`config.mk`:
```
export PLATFORM = sky130hd
export DESIGN_NAME = recibiendo_pin_param_flat
export DESIGN_NICKNAME = d
export VERILOG_FILES = /design/src/rtl/recibiendo_pin_param_pkg.sv /design/src/rtl/recibiendo_pin_param_if.sv /design/src/rtl/recibiendo_pin_param_contador_timeout.sv /design/src/rtl/recibiendo_pin_param.sv /design/src/flat_wrapper.sv
export SDC_FILE = /design/constraint.sdc
export NUM_CORES = 1
export LEC_CHECK = 0
export BUFFER_PORTS_ARGS = -buffer_cell sky130_fd_sc_hd__buf_2
export CAP_MARGIN = 30
export CORE_MARGIN = 5
export CORE_UTILIZATION = 46
export CTS_BUF_LIST = sky130_fd_sc_hd__clkbuf_2
export CTS_CLUSTER_DIAMETER = 100
export CTS_CLUSTER_SIZE = 16
export DETAILED_ROUTE_END_ITERATION = 16
export PLACE_DENSITY_LB_ADDON = 0.12
export SYNTH_ARGS = -nofsm -noshare
export SYNTH_HDL_FRONTEND = slang
export SYNTH_SLANG_ARGS = --single-unit
```
`constraint.sdc`:
```
create_clock -name clk -period 2.8 [get_ports clk]
set_input_delay 0.28 -clock clk [delete_from_list [all_inputs] [get_ports clk]]
set_output_delay 0.28 -clock clk [all_outputs]
set_load 0.05 [all_outputs]
```
`src/rtl/recibiendo_pin_param_pkg.sv`:
```
// Shared definitions for the PIN receiver: FSM state encoding and the
// special keypad codes that are not decimal digits.
package pin_pkg;

    localparam logic [1:0] ENC_IDLE      = 2'd0;
    localparam logic [1:0] ENC_CAPTURA   = 2'd1;
    localparam logic [1:0] ENC_COMPARA   = 2'd2;
    localparam logic [1:0] ENC_BLOQUEADO = 2'd3;

    typedef enum logic [1:0] {
        ST_IDLE      = ENC_IDLE,
        ST_CAPTURA   = ENC_CAPTURA,
        ST_COMPARA   = ENC_COMPARA,
        ST_BLOQUEADO = ENC_BLOQUEADO
    } estado_t;

    localparam logic [3:0] DIG_BORRAR   = 4'hA;
    localparam logic [3:0] DIG_CANCELAR = 4'hB;

    function automatic logic es_digito(input logic [3:0] d);
        return (d <= 4'd9);
    endfunction

endpackage

```
`src/rtl/recibiendo_pin_param_if.sv`:
```
// Keypad / session bus between the cashier control logic and the PIN receiver.
//   master: card-reader side, drives habilitar, digit strobes and the stored PIN
//   slave : PIN receiver, drives result pulses, warning/lock levels and attempt count
interface recibiendo_pin_param_if #(
    parameter int N_DIGITOS    = 4,
    parameter int MAX_INTENTOS = 3
);
    logic                                  habilitar;
    logic                                  digito_stb;
    logic [3:0]                            digito;
    logic [4*N_DIGITOS-1:0]                pin_correcto;
    logic                                  pin_incorrecto;
    logic                                  advertencia;
    logic                                  bloqueo;
    logic                                  fin;
    logic                                  timeout;
    logic [$clog2(MAX_INTENTOS+1)-1:0]     intentos;

    modport master (
        output habilitar, digito_stb, digito, pin_correcto,
        input  pin_incorrecto, advertencia, bloqueo, fin, timeout, intentos
    );

    modport slave (
        input  habilitar, digito_stb, digito, pin_correcto,
        output pin_incorrecto, advertencia, bloqueo, fin, timeout, intentos
    );
endinterface

```
`src/rtl/recibiendo_pin_param_contador_timeout.sv`:
```
// Inter-digit timer. Down-counter reloaded by clr_i; while en_i is high it
// counts down and tc_o fires on the cycle that would reach zero, i.e. after
// TIMEOUT_CICLOS enabled cycles since the last reload.
//   clk, reset : system clock, async active-low reset
//   clr_i      : reload (has priority, also masks tc_o)
//   en_i       : count enable
//   tc_o       : terminal-count pulse
module contador_timeout #(
    parameter int TIMEOUT_CICLOS = 1000
) (
    input  logic clk,
    input  logic reset,
    input  logic clr_i,
    input  logic en_i,
    output logic tc_o
);
    localparam int W = $clog2(TIMEOUT_CICLOS + 1);
    localparam logic [W-1:0] CARGA = W'(TIMEOUT_CICLOS);

    logic [W-1:0] cnt_q, cnt_d;

    always_comb begin
        cnt_d = cnt_q;
        if (clr_i) begin
            cnt_d = CARGA;
        end else if (en_i && (cnt_q != '0)) begin
            cnt_d = cnt_q - W'(1);
        end
    end

    always_ff @(posedge clk or negedge reset) begin
        if (!reset) begin
            cnt_q <= CARGA;
        end else begin
            cnt_q <= cnt_d;
        end
    end

    assign tc_o = en_i && !clr_i && (cnt_q == W'(1));

endmodule

```
`src/rtl/recibiendo_pin_param.sv`:
```
// PIN receiver: collects N_DIGITOS BCD digits per attempt, compares them with
// the stored PIN, counts failures, warns on the last attempt and locks after
// MAX_INTENTOS failures. Supports backspace, cancel and inter-digit timeout.
//   clk, reset : system clock, async active-low reset
//   bus        : slave side of recibiendo_pin_param_if (inputs from card reader,
//                registered result outputs)
//
// state        | meaning
// -------------+-----------------------------------------------------------
// ST_IDLE      | no session; waits for habilitar
// ST_CAPTURA   | collecting digits; handles borrar/cancelar/timeout
// ST_COMPARA   | one cycle: compare buffer with stored PIN, update attempts
// ST_BLOQUEADO | locked out; only reset leaves
module recibiendo_pin_param
    import pin_pkg::*;
#(
    parameter int N_DIGITOS      = 4,
    parameter int MAX_INTENTOS   = 3,
    parameter int TIMEOUT_CICLOS = 1000
) (
    input logic                  clk,
    input logic                  reset,
    recibiendo_pin_param_if.slave bus
);
    localparam int BW = 4 * N_DIGITOS;
    localparam int CW = $clog2(N_DIGITOS + 1);
    localparam int IW = $clog2(MAX_INTENTOS + 1);
    localparam logic [CW-1:0] N_CNT    = CW'(N_DIGITOS);
    localparam logic [IW-1:0] INT_MAX  = IW'(MAX_INTENTOS);
    localparam logic [IW-1:0] INT_AVISO = IW'(MAX_INTENTOS - 1);

    estado_t         estado_q, estado_d;
    logic [BW-1:0]   buf_q, buf_d;
    logic [CW-1:0]   cnt_q, cnt_d;
    logic [IW-1:0]   int_q, int_d;
    logic [IW-1:0]   int_inc;
    logic            fin_q, fin_d;
    logic            mal_q, mal_d;
    logic            tmo_q, tmo_d;
    logic            adv_q, adv_d;
    logic            bloq_q, bloq_d;

    logic            stb_valido;
    logic            tmr_clr, tmr_en, tmr_tc;

    // Codes C-F are not "valid" strobes: they must not restart the timer.
    assign stb_valido = bus.digito_stb && (bus.digito <= DIG_CANCELAR);
    assign tmr_clr    = (estado_q != ST_CAPTURA) || stb_valido;
    assign tmr_en     = (estado_q == ST_CAPTURA) && (cnt_q != '0);
    assign int_inc    = int_q + IW'(1);

    contador_timeout #(.TIMEOUT_CICLOS(TIMEOUT_CICLOS)) u_timer (
        .clk   (clk),
        .reset (reset),
        .clr_i (tmr_clr),
        .en_i  (tmr_en),
        .tc_o  (tmr_tc)
    );

    always_comb begin
        estado_d = estado_q;
        buf_d    = buf_q;
        cnt_d    = cnt_q;
        int_d    = int_q;
        adv_d    = adv_q;
        bloq_d   = bloq_q;
        fin_d    = 1'b0;
        mal_d    = 1'b0;
        tmo_d    = 1'b0;

        case (estado_q)
            ST_IDLE: begin
                if (bus.habilitar) begin
                    estado_d = ST_CAPTURA;
                    buf_d    = '0;
                    cnt_d    = '0;
                end
            end

            ST_CAPTURA: begin
                if (!bus.habilitar) begin
                    estado_d = ST_IDLE;
                    buf_d    = '0;
                    cnt_d    = '0;
                end else if (cnt_q == N_CNT) begin
                    // entry complete: strobes in this cycle are dropped
                    estado_d = ST_COMPARA;
                end else if (stb_valido) begin
                    if (es_digito(bus.digito)) begin
                        buf_d = (buf_q << 4) | BW'(bus.digito);
                        cnt_d = cnt_q + CW'(1);
                    end else if (bus.digito == DIG_BORRAR) begin
                        if (cnt_q != '0) begin
                            buf_d = buf_q >> 4;
                            cnt_d = cnt_q - CW'(1);
                        end
                    end else begin
                        buf_d = '0;
                        cnt_d = '0;
                    end
                end else if (tmr_tc) begin
                    buf_d = '0;
                    cnt_d = '0;
                    tmo_d = 1'b1;
                end
            end

            ST_COMPARA: begin
                buf_d = '0;
                cnt_d = '0;
                if (buf_q == bus.pin_correcto) begin
                    fin_d    = 1'b1;
                    int_d    = '0;
                    adv_d    = 1'b0;
                    estado_d = ST_IDLE;
                end else begin
                    mal_d = 1'b1;
                    int_d = int_inc;
                    adv_d = (int_inc == INT_AVISO);
                    if (int_inc == INT_MAX) begin
                        bloq_d   = 1'b1;
                        adv_d    = 1'b0;
                        estado_d = ST_BLOQUEADO;
                    end else begin
                        estado_d = ST_CAPTURA;
                    end
                end
            end

            ST_BLOQUEADO: begin
                estado_d = ST_BLOQUEADO;
            end

            default: begin
                estado_d = ST_IDLE;
            end
        endcase
    end

    always_ff @(posedge clk or negedge reset) begin
        if (!reset) begin
            estado_q <= ST_IDLE;
            buf_q    <= '0;
            cnt_q    <= '0;
            int_q    <= '0;
            adv_q    <= 1'b0;
            bloq_q   <= 1'b0;
            fin_q    <= 1'b0;
            mal_q    <= 1'b0;
            tmo_q    <= 1'b0;
        end else begin
            estado_q <= estado_d;
            buf_q    <= buf_d;
            cnt_q    <= cnt_d;
            int_q    <= int_d;
            adv_q    <= adv_d;
            bloq_q   <= bloq_d;
            fin_q    <= fin_d;
            mal_q    <= mal_d;
            tmo_q    <= tmo_d;
        end
    end

    assign bus.fin            = fin_q;
    assign bus.pin_incorrecto = mal_q;
    assign bus.timeout        = tmo_q;
    assign bus.advertencia    = adv_q;
    assign bus.bloqueo        = bloq_q;
    assign bus.intentos       = int_q;

endmodule

```
`src/flat_wrapper.sv`:
```
// flat-port wrapper written by rule: the top's interface ports become plain ports
module recibiendo_pin_param_flat import pin_pkg::*;
#(
    parameter int N_DIGITOS      = 4,
    parameter int MAX_INTENTOS   = 3,
    parameter int TIMEOUT_CICLOS = 1000
)
  (clk, reset, bus_habilitar, bus_digito_stb, bus_digito, bus_pin_correcto, bus_pin_incorrecto, bus_advertencia, bus_bloqueo, bus_fin, bus_timeout, bus_intentos);
  recibiendo_pin_param_if #(.N_DIGITOS(N_DIGITOS), .MAX_INTENTOS(MAX_INTENTOS)) bus_i ();
  input logic clk;
  input logic reset;
  input wire logic [$bits(bus_i.habilitar)-1:0] bus_habilitar;
  input wire logic [$bits(bus_i.digito_stb)-1:0] bus_digito_stb;
  input wire logic [$bits(bus_i.digito)-1:0] bus_digito;
  input wire logic [$bits(bus_i.pin_correcto)-1:0] bus_pin_correcto;
  output wire logic [$bits(bus_i.pin_incorrecto)-1:0] bus_pin_incorrecto;
  output wire logic [$bits(bus_i.advertencia)-1:0] bus_advertencia;
  output wire logic [$bits(bus_i.bloqueo)-1:0] bus_bloqueo;
  output wire logic [$bits(bus_i.fin)-1:0] bus_fin;
  output wire logic [$bits(bus_i.timeout)-1:0] bus_timeout;
  output wire logic [$bits(bus_i.intentos)-1:0] bus_intentos;
  assign bus_i.habilitar = bus_habilitar;
  assign bus_i.digito_stb = bus_digito_stb;
  assign bus_i.digito = bus_digito;
  assign bus_i.pin_correcto = bus_pin_correcto;
  assign bus_pin_incorrecto = bus_i.pin_incorrecto;
  assign bus_advertencia = bus_i.advertencia;
  assign bus_bloqueo = bus_i.bloqueo;
  assign bus_fin = bus_i.fin;
  assign bus_timeout = bus_i.timeout;
  assign bus_intentos = bus_i.intentos;
  recibiendo_pin_param #(.N_DIGITOS(N_DIGITOS), .MAX_INTENTOS(MAX_INTENTOS), .TIMEOUT_CICLOS(TIMEOUT_CICLOS)) u_core (.clk(clk), .reset(reset), .bus(bus_i));
endmodule
```
* Word level (Yosys, flattened, before mapping)
Index checks and enable logic that the tools add are counted.
** Word-level totals
- Logic and storage cells :: 86
- Output and inout port bits :: 7
- Bits of input ports :: 24
- Bits in registers :: 38
** Operators by class
- Reduce and logical (&&, ||, !) cells :: 15
- Equal/unequal tests :: 15
- $add $sub $neg :: 4
- $lt $le $gt $ge :: 2
- Muxes and demuxes :: 38
- Bitwise logic cells :: 2
** Operator list (number)
- 16-bit two-way mux :: 8
- 16-bit one-hot mux with 3 select lines :: 1
- 3-bit two-way mux :: 8
- 10-bit two-way mux :: 2
- 16-bit equality test :: 1
- 16-bit by 4-bit OR with 16-bit output :: 1
- 2-bit two-way mux :: 6
- 1-bit two-way mux :: 11
- 10-bit by 1-bit equality test with 1-bit output, second input constant :: 1
- 10-bit nonzero test :: 1
- 10-bit by 1-bit subtractor with 10-bit output, second input constant :: 1
- 3-bit one-hot mux with 3 select lines :: 1
- 2-bit equality test, second input constant :: 4
- 4-bit <= comparator, second input constant :: 2
- 2-bit one-hot mux with 4 select lines :: 1
- 3-bit inequality test, second input constant :: 2
- 6-bit inequality test, second input constant :: 1
- 3-bit nonzero test :: 2
- 1-bit logical AND :: 5
- 5-bit AND reduction :: 1
- 4-bit equality test, second input constant :: 1
- 4-bit by 2-bit inequality test with 1-bit output, second input constant :: 1
- 3-bit by 1-bit adder with 3-bit output, second input constant :: 1
- 3-bit equality test, second input constant :: 1
- 12 further kinds :: 12

* Logic depth before layout (Yosys ltp)
Gate-level depths: netlist of run 1.
- Word-level depth :: 11
- Gate-level depth with buffers :: 7
- Depth with buffers taken out :: 6

* By module
From an unflattened synthesis of run 1, not the netlist that was laid out.
** Unflattened totals
- Cells, all modules :: 231
- Area total of the unflattened synthesis :: 2358.5 um2
** By module, submodules not included
- recibiendo_pin_param :: area an instance 1741.7 um2, cells each 166, instances 1
- contador_timeout :: area an instance 616.8 um2, cells each 65, instances 1

* Worst setup path after synthesis of run 1
No wires, ideal clock.
- Path type :: reg-to-reg
- Start :: reg u_core.cnt_q[0]
- End :: reg u_core.buf_q[0]
- Clock period less this slack :: 2115 ps
- Setup time :: 125 ps
- Cell stages (with the launch flop) :: 8
- Path buffers :: 1
- Arrival :: 1990 ps
- Setup slack :: 685 ps
- Required time :: 2675 ps
- Path through :: dfrtp_1 > inv_1 > ha_1 > nor2b_1 > and2_1 > a221oi_4 > buf_12 > mux2_4
** Between the ends
- Cells in the longest elaborated chain, start to end :: 6
- Elaborated cells on any way between the ends :: 9
- Classes of those cells :: eq/ne: 4; reduce/logical: 5
** RTL lines
- start: declaration :: line recibiendo_pin_param.sv:34 : logic [CW-1:0] cnt_q, cnt_d;
- start signal: assignment :: line recibiendo_pin_param.sv:154 : cnt_q <= cnt_d;
- 3-bit nonzero test :: line recibiendo_pin_param.sv:49, recibiendo_pin_param.sv:93
- 1-bit logical AND :: line recibiendo_pin_param.sv:49 : assign tmr_en = (estado_q == ST_CAPTURA) && (cnt_q != '0);
- 1-bit logical AND (2 in series) :: line recibiendo_pin_param_contador_timeout.sv:39 : assign tc_o = en_i && !clr_i && (cnt_q == W'(1));
- 4-bit by 2-bit inequality test with 1-bit output (no source line)
- 5-bit AND reduction (no source line) (*)
- end signal: assignment :: line recibiendo_pin_param.sv:153 : buf_q <= buf_d;
- end: declaration :: line recibiendo_pin_param.sv:33 : logic [BW-1:0] buf_q, buf_d;
Every way passes the cells marked *; elsewhere a longest branch is shown, timed or not.
A chain may end at the register's enable or synchronous reset.

* Worst setup path in the final report of run 1
- Start :: reg u_core.cnt_q[0]
- End :: reg u_core.buf_q[12]
The elaborated chain is that of the path after synthesis.

==> results.cfg, run 1 <==
[outcome]
status = finished, final reports clean

[cells_and_area]
fin_util = 0.540
diodes = 0
nets = 296
syn_to_final_growth_pct = 12.2
fin_area_mm2 = 0.00260
drive_above_1_share = 0.273

[detailed_routing]
via_per_inst = 5.35
wire_per_inst_um = 14.7
drcViolationCount = 0
vias = 1771
first_pass_iters = 4
wl_mm = 4.87
drtAntennaViolNets = 0
first_iter_violations = 91

[clocking]
cts_setup_buffers = 0
clock_path_buffers = 2
cts.htree.levels = 2
cts_buffers = 5
cts_tree = yes
clk_latency_ns = 0.38
cts.clk_slew.worst_paths_ns = 0.19
cts-root-buf = clkbuf_2
cts_sinks = 38

[logic_synthesis]
synth_cells = 227
syn_area_mm2 = 0.00232
synth_area_leaders = dfrtp_1 (35%), dfstp_2 (6.8%), xnor2_1 (6.0%)
yosys_warnings = 0
synth_top_area_share = 0.345
syn_nets = 259
synthFlopType = dfrtp_1
synth-edff-count = 0
yosysMostFrequentCell = dfrtp_1
synth_common_cells = dfrtp_1 (32), xnor2_1 (16), nor2_1 (15)
async_flop_share = 1.00
syn_avg_cell_area_um2 = 10.2
ys_seq_elements = 38
synth-seq-area-share = 0.413
synth_cell_type_count = 50
synth_top_area_cell = dfrtp_1

[global_routing]
grt_max_degree = 39
grt_overflow = 0
grt_pass1_wl_mm = 8.39
grt_pass1_vias = 1723
antenna_found_initial = 0
track_usage = 0.168

[timing]
fin_tns_setup_ns = 0
finClkSkew_ns = 0.0189
min_period_ns = 2.58
rsz0062_at_grt = no
fin_crit_sh = 0.921
slew_headroom = 0.246
slew_violations = 0
setup_viol = 0
tightestPinTransition_ns = 1.13
finalHoldViolations = 0
clock.fmax_mhz = 388

[setup_path]
crit_arrival_ns = 2.85
end_kind = flip-flop
crit_path_max_fanout = 19
worstPathCellList = inv_1 -> ha_1 -> nor2b_1 -> and2_1 -> a221oi_4 -> mux2_2
rr_endpoint = u_core.buf_q[12]
reg2regPathDepth = 6
required_ns = 3.07
cp_slowest_cell = a221oi_4
startpoint_type = flip-flop
slowest_delay_ns = 0.94
rrSetupSlack_ns = 0.22
reg2reg_from = u_core.cnt_q[0]
path_class = reg -> reg

[floorplan]
die_area_mm2 = 0.00656
rows = 25
coreArea_mm2 = 0.00482
initial_core_util = 0.482
pin_count = 31
die_width_um = 81.0
fp.dieH_um = 81.0

[power]
ir_drop_mv = 0.216
power_density_mw_per_mm2 = 355
p_leak_nw = 1.15

[placed_design]
io_buffers = 30
gp_congestion = 0.779
hpwl_mm = 3.54
dpl_cell_area_mm2 = 0.00256

[min_path]
holdPathEnd = u_core.bus.timeout
min_from = bus_habilitar
hold_depth = 3
hold_class = in -> reg

[flow_run]
drv_cap = 0
final cells by class:
cell class	count	area, µm²
Inverter	12	45.0
Fill cell	473	2210
Sequential cell	38	958
Clock buffer	7	35.0
Multi-Input combinational cell	169	1270
Tap cell	67	83.8
Timing Repair Buffer	38	213
logic make-up (layout without fill, tap and decap cells):
kind of cell	count (synthesis)	count (layout)	share of synthesized area
and+or+nand+nor	80	80	0.206
AOI/OAI and AO/OA	45	45	0.135
DFF	38	38	0.413
buffers and inverters	20	57	0.0405
muxes	19	19	0.0976
xor gates and xnor gates	17	17	0.0642
adders and majority gates	8	8	0.0432
critical path: cells and delay by family (launching register included):
kind | cells | cell delay, ns
flops | 1 | 0.42
compound gates | 1 | 0.94
simple gates | 2 | 0.38
mux | 1 | 0.42
buf+inv | 1 | 0.07
fa+ha+maj | 1 | 0.24
how the worst max path moves through the flow:
stage                                from  slack, ns               end
after floorplan           u_core.cnt_q[0]       0.68   u_core.buf_q[0]
after global placement    u_core.cnt_q[0]       0.27   u_core.cnt_q[0]
after detailed placement  u_core.cnt_q[0]       0.23  u_core.buf_q[12]
after CTS                 u_core.cnt_q[0]       0.20   u_core.buf_q[6]
after global routing      u_core.cnt_q[0]       0.05  u_core.buf_q[11]
final                     u_core.cnt_q[0]       0.22  u_core.buf_q[12]
power breakdown:
| group | leakage, nW | internal (mW) | switching (mW) |
|---|---|---|---|
| Sequential | 0.502 | 0.555 | 0.00625 |
| Combinational | 0.618 | 0.0542 | 0.0724 |
| Clock | 0.0291 | 0.0651 | 0.171 |
metrics by stage:
step / std cells / worst slack (ns) / power [mW] / hold slack (ns)
after global placement: 323 / 0.265 / 0.696 / 0.436
after global routing: 331 / 0.0478 / 0.978 / 0.181
final: 331 / 0.221 / 0.924 / 0.213
after CTS: 331 / 0.204 / 0.941 / 0.172
after detailed placement: 323 / 0.227 / 0.697 / 0.441
after floorplan: 227 / 0.685 / 0.648 / -0.0156
repair_timing:
| item | 4_1_cts | 5_1_grt |
|---|---|---|
| resized for setup | 0 | 0 |
| hold endpoints to repair | 32 | 0 |
| hold buffers | 1 | 0 |
sequential cells by signal, summed over array words and instances, names as in the netlist:
| signal | cells |
|---|---|
| u_core.buf_q | 16 |
| u_core.bus.advertencia | 1 |
| u_core.bus.bloqueo | 1 |
| u_core.bus.fin | 1 |
| u_core.bus.intentos | 2 |
| u_core.bus.pin_incorrecto | 1 |
| u_core.bus.timeout | 1 |
| u_core.cnt_q | 3 |
| u_core.estado_q | 2 |
| u_core.u_timer.cnt_q | 10 |
layer usage:
layer	global-route usage	vias to the layer above	wire length (µm)	share of wire
li1	-	895	-	-
met1	0.245	842	2390	0.49
met2	0.244	30	2260	0.47
met3	0.0366	4	164	0.034
met4	0.0608	0	47	0.0097
met5	0	-	0	0
placed cells by master, fill, tap and decap left out, drive strengths merged, types with 3 or more instances in the layout:
cell type	instances
dfrtp	32
o31ai	3
and3	8
or3	5
nor2b	4
nor4	5
inv	12
ha	8
nand2	14
clkbuf	7
mux2i	5
xnor2	16
a21oi	9
buf	37
a22oi	7
nor2	15
nor3	6
and4	3
mux2	14
nand2b	4
nand4	4
nand3	3
o21ai	11
dfstp	6
Note: power is estimated with default switching activity, not from simulation.
==> inputs of run 2 (changes only) <==
--- a/config.mk
+++ b/config.mk
@@ -13,6 +13,7 @@
 export CTS_CLUSTER_DIAMETER = 100
 export CTS_CLUSTER_SIZE = 16
 export DETAILED_ROUTE_END_ITERATION = 16
+export GPL_TIMING_DRIVEN = 0
 export PLACE_DENSITY_LB_ADDON = 0.12
 export SYNTH_ARGS = -nofsm -noshare
 export SYNTH_HDL_FRONTEND = slang
==> run 2 against run 1 <==
  * Hold slack got worse by 0.010 ns
  * Clock-buffer cell count unchanged
  * First-iteration DRC count decreased by 24%
  * Clock skew decreased by 0.0032 ns
  * Largest power group unchanged
  * Combinational power about the same
  * Critical path depth is 1 higher
  * Cell area about the same
  * Sequential power hardly changed
  * Critical endpoint is now u_core.buf_q[2]
==> results.cfg, run 2 (synthesized netlist as in run 1, its figures left out) <==
[detailed_routing]
drcViolationCount = 0
vias = 1782
wire_per_inst_um = 15.2
first_iter_violations = 69
wl_mm = 5.07
via_per_inst = 5.35
drtAntennaViolNets = 0
first_pass_iters = 4

[clocking]
clock_path_buffers = 2
cts_buffers = 5
clk_latency_ns = 0.39
cts.htree.levels = 2
cts.clk_slew.worst_paths_ns = 0.19
ctsResizeCount = 0
cts-root-buf = clkbuf_2
cts_sinks = 38
cts_setup_buffers = 0
cts_tree = yes

[floorplan]
die_area_mm2 = 0.00656
die_width_um = 81.0
coreArea_mm2 = 0.00482
initial_core_util = 0.482
rows = 25
fp.dieH_um = 81.0
pin_count = 31

[outcome]
status = finished, final reports clean

[timing]
tightestPinTransition_ns = 0.848
clock.fmax_mhz = 416
rsz0062_at_grt = no
fin_tns_setup_ns = 0
whs_ns = 0.203
setup_viol = 0
finClkSkew_ns = 0.0157
slew_headroom = 0.435
fin_crit_sh = 0.858
finalHoldViolations = 0
min_period_ns = 2.40
slew_violations = 0

[global_routing]
grt_max_degree = 39
track_usage = 0.167
grt_pass1_wl_mm = 8.33
antenna_found_initial = 0
grt_overflow = 0
grt_pass1_vias = 1739

[setup_path]
worstPathCellList = inv_1 -> ha_1 -> nor2b_1 -> and2_1 -> a221oi_4 -> buf_12 -> mux2_4
startpoint_type = flip-flop
crit_path_max_fanout = 10
crit_family = compound AO/OA/AOI/OAI gates
slowest_delay_ns = 0.64
end_kind = flip-flop
cp_num_buf_inv = 2
worst-path-stages = 7
required_ns = 3.08
path_class = reg -> reg
crit_arrival_ns = 2.69
reg2regPathDepth = 7
cp_slowest_cell = a221oi_4

[cells_and_area]
fin_util = 0.541
final_common_cell = buf_2
syn_to_final_growth_pct = 12.2
nets = 298
regArea_um2 = 958
regMostFlops = u_core.buf_q
drive_above_1_share = 0.259
reg.largest.list = u_core.buf_q: 16 flops, u_core.u_timer.cnt_q: 10 flops, u_core.cnt_q: 3 flops
diodes = 0
multi_input_area_mm2 = 0.00127
mostFrequentLayoutCells = buf_2 (33), dfrtp_1 (32), xnor2_1 (16)
largest_reg_flops = 16
fillerInstances = 468
stdcell_count = 333

[placed_design]
hpwl_mm = 3.70
placed_cells = 325
io_buffers = 30
gp_congestion = 0.779

[power]
power_mw = 0.927
ir_drop_mv = 0.230
power_density_mw_per_mm2 = 356
p_leak_nw = 1.15

[min_path]
hold_depth = 3
hold_class = in -> reg

[flow_run]
drv_cap = 0
## run 2: cell types whose count changed in the layout (fill, tap and decap cells not counted), sizes merged
cell,before,now
buf,37,34
clkbuf,7,12
## run 2: per-layer routing
layer	part of all wire	track usage	vias up	wire [µm]
met5	0	0	-	0
met4	0.015	0.0591	0	74
met3	0.044	0.0410	7	221
met2	0.46	0.250	29	2320
met1	0.48	0.233	845	2450
li1	-	-	901	-
## run 2: cell type report
type / instances / area share
plain buffers: 8 / 0.0187
clock buffers: 7 / 0.0135
inverters: 12 / 0.0173
multi-input cells: 169 / 0.487
flip-flops and latches: 38 / 0.368
well taps: 67 / 0.0322
repair buffers: 32 / 0.0634
## run 2: worst reg2reg max path: stages (launching register included)
cell and delay [ns]:
dfrtp_1 0.42, inv_1 0.08, ha_1 0.25, nor2b_1 0.17, and2_1 0.21, a221oi_4 0.64, buf_12 0.24, mux2_4 0.31
## run 2: power breakdown
group	internal (mW)	switching, mW	leakage, nW
Sequential	0.555	0.00637	0.502
Combinational	0.0546	0.0745	0.615
Clock	0.0650	0.171	0.0291
## run 2: final timing paths
check,slack (ns),to,start
setup / recovery,0.40,u_core.buf_q[2],u_core.cnt_q[0]
hold / removal,0.20,u_core.bus.timeout,bus_habilitar
setup reg to reg,0.40,u_core.buf_q[2],u_core.cnt_q[0]
hold reg to reg,0.50,u_core.bus.bloqueo,u_core.bus.bloqueo
max in group asynchronous,1.77,u_core.cnt_q[2],reset
min in group asynchronous,0.48,u_core.bus.intentos[0],reset
## run 2: repair_timing
action,CTS,global route
setup endpoints to repair,0,0
hold endpoints to repair,23,0
hold buffers,1,0
## run 2: stage by stage
stage	area, µm²	worst slack, ns
3_3_place_gp	2550	0.403
6_report	2600	0.397
2_1_floorplan	2320	0.685
3_5_place_dp	2560	0.402
5_1_grt	2600	0.282
4_1_cts	2600	0.382
==> inputs of run 3 (changes only) <==
--- a/config.mk
+++ b/config.mk
@@ -5,7 +5,7 @@
 export SDC_FILE = /design/constraint.sdc
 export NUM_CORES = 1
 export LEC_CHECK = 0
-export BUFFER_PORTS_ARGS = -buffer_cell sky130_fd_sc_hd__buf_2
+export BUFFER_PORTS_ARGS = -buffer_cell sky130_fd_sc_hd__buf_4
 export CAP_MARGIN = 30
 export CORE_MARGIN = 5
 export CORE_UTILIZATION = 46
==> run 3 against run 2 <==
  * Total power is 1.4% higher
  * Via count is 2.0% higher
  * Sequential power hardly changed
  * Clock-buffer cell count stayed put
  * Non-clock buffer count stayed put
  * Sequential share of layout area is 1.0 points lower
==> results.cfg, run 3 (synthesized netlist as in run 1, its figures left out) <==
[outcome]
status = finished, final reports clean

[timing]
finClkSkew_ns = 0.0131
fin_crit_sh = 0.859
slew_violations = 0
setup_ws_ns = 0.395
tightestPinTransition_ns = 0.656
setup_viol = 0
rsz0062_at_grt = no
slew_headroom = 0.563
whs_ns = 0.191
min_period_ns = 2.40
fin_tns_setup_ns = 0
finalHoldViolations = 0
clock.fmax_mhz = 416

[setup_path]
cp_num_buf_inv = 2
crit_path_max_fanout = 10
startpoint_type = flip-flop
crit_arrival_ns = 2.70
crit_family = compound AO/OA/AOI/OAI gates
slowest_delay_ns = 0.62
cp_slowest_cell = a221oi_4
path_class = reg -> reg
end_kind = flip-flop
required_ns = 3.09
worstPathCellList = inv_1 -> ha_1 -> nor2b_1 -> and2_1 -> a221oi_4 -> buf_12 -> mux2_4

[clocking]
cts_sinks = 38
cts_buffers = 5
clk_latency_ns = 0.39
clock_path_buffers = 2
cts_tree = yes
cts-root-buf = clkbuf_2
cts_setup_buffers = 0
cts.clk_slew.worst_paths_ns = 0.18
cts.htree.levels = 2

[placed_design]
hpwl_mm = 3.64
gp_congestion = 0.773
io_buffers = 30
placed_cells = 325
dp_slack_ns = 0.421
dpl_cell_area_mm2 = 0.00263

[cells_and_area]
syn_to_final_growth_pct = 15.5
reg.largest.list = u_core.buf_q: 16 flops, u_core.u_timer.cnt_q: 10 flops, u_core.cnt_q: 3 flops
multi_input_area_mm2 = 0.00127
nets = 298
regArea_um2 = 958
diodes = 0
final_common_cell = dfrtp_1
fin_area_mm2 = 0.00268
regMostFlops = u_core.buf_q
largest_reg_flops = 16
fillerInstances = 452
drive_above_1_share = 0.259
mostFrequentLayoutCells = dfrtp_1 (32), buf_4 (30), xnor2_1 (16)
stdcell_count = 333

[floorplan]
fp.dieH_um = 81.0
pin_count = 31
rows = 25
die_width_um = 81.0
die_area_mm2 = 0.00656
coreArea_mm2 = 0.00482
initial_core_util = 0.482

[power]
ir_drop_mv = 0.227
clock_power_share = 0.255
p_int_mw = 0.684
p_switching_mw = 0.256
p_leak_nw = 1.17
power_density_mw_per_mm2 = 351
swShare = 0.272
combPwrFrac = 0.149
p_seq_frac = 0.597

[global_routing]
track_usage = 0.172
use_met2 = 0.247
grt_busiest_layer = met1
grt_pass1_wl_mm = 8.64
grt_pass1_vias = 1690
grt_util_met1 = 0.258
use_met3 = 0.0377
antenna_found_initial = 0
grt_max_degree = 39
grt_overflow = 0

[min_path]
hold_class = in -> reg

[detailed_routing]
wl_mm = 5.05
first_pass_iters = 4
drcViolationCount = 0
wire_per_inst_um = 15.2
drtAntennaViolNets = 0
via_per_inst = 5.46
vias = 1817
first_iter_violations = 132

[flow_run]
drv_cap = 0
-- run 3: cell counts in the layout (fill, tap and decap cells not counted) --
Identical to the previous run, type by type.
-- run 3: final timing paths --
path / from / end / slack [ns] / cells past startpoint
worst max-delay path: u_core.cnt_q[0] / u_core.buf_q[2] / 0.40 / 7
max in group asynchronous: reset / u_core.u_timer.cnt_q[7] / 2.05 / 2
worst max register to register: u_core.cnt_q[0] / u_core.buf_q[2] / 0.40 / 7
worst min-delay path: bus_habilitar / u_core.estado_q[0] / 0.19 / 3
min in group asynchronous: reset / u_core.u_timer.cnt_q[4] / 0.38 / 2
worst min register to register: u_core.bus.bloqueo / u_core.bus.bloqueo / 0.51 / 1
-- run 3: repair_timing --
action / 4_1_cts / 5_1_grt
gates resized for setup: 0 / 0
hold buffers: 1 / 0
endpoints found under the hold margin: 32 / 0
-- run 3: per-stage QoR --
stage                      util  power [mW]
after CTS                 0.556       0.954
after detailed placement  0.547       0.710
after global placement    0.546       0.709
after global routing      0.556       0.999
final                     0.556       0.940
after floorplan               -       0.648
-- run 3: area by class of cell --
cell class,instances,area share
Tap cell,67,0.0313
Inverter,12,0.0168
Timing Repair Buffer,32,0.0897
Buffer,8,0.0182
Sequential cell,38,0.358
Clock buffer,7,0.0131
Multi-Input combinational cell,169,0.473
-- run 3: routing by layer --
| layer | share of wire | vias up | wire length, µm |
|---|---|---|---|
| li1 | - | 901 | - |
| met1 | 0.49 | 885 | 2470 |
| met2 | 0.46 | 26 | 2310 |
| met3 | 0.042 | 5 | 213 |
| met4 | 0.010 | 0 | 51 |
| met5 | 0 | - | 0 |
-- run 3: worst register-to-register path: stages (launching register included) --
cell	delay (ns)
dfrtp_1	0.42
inv_1	0.08
ha_1	0.26
nor2b_1	0.18
and2_1	0.21
a221oi_4	0.62
buf_12	0.24
mux2_4	0.31
-- run 3: power by group through the flow --
stage	clock network [mW]	registers (mW)	logic, mW
floorplan	0	0.572	0.0757
global placement	0	0.571	0.138
detailed placement	0	0.571	0.140
CTS	0.251	0.561	0.141
global route	0.281	0.563	0.155
finish	0.239	0.561	0.140
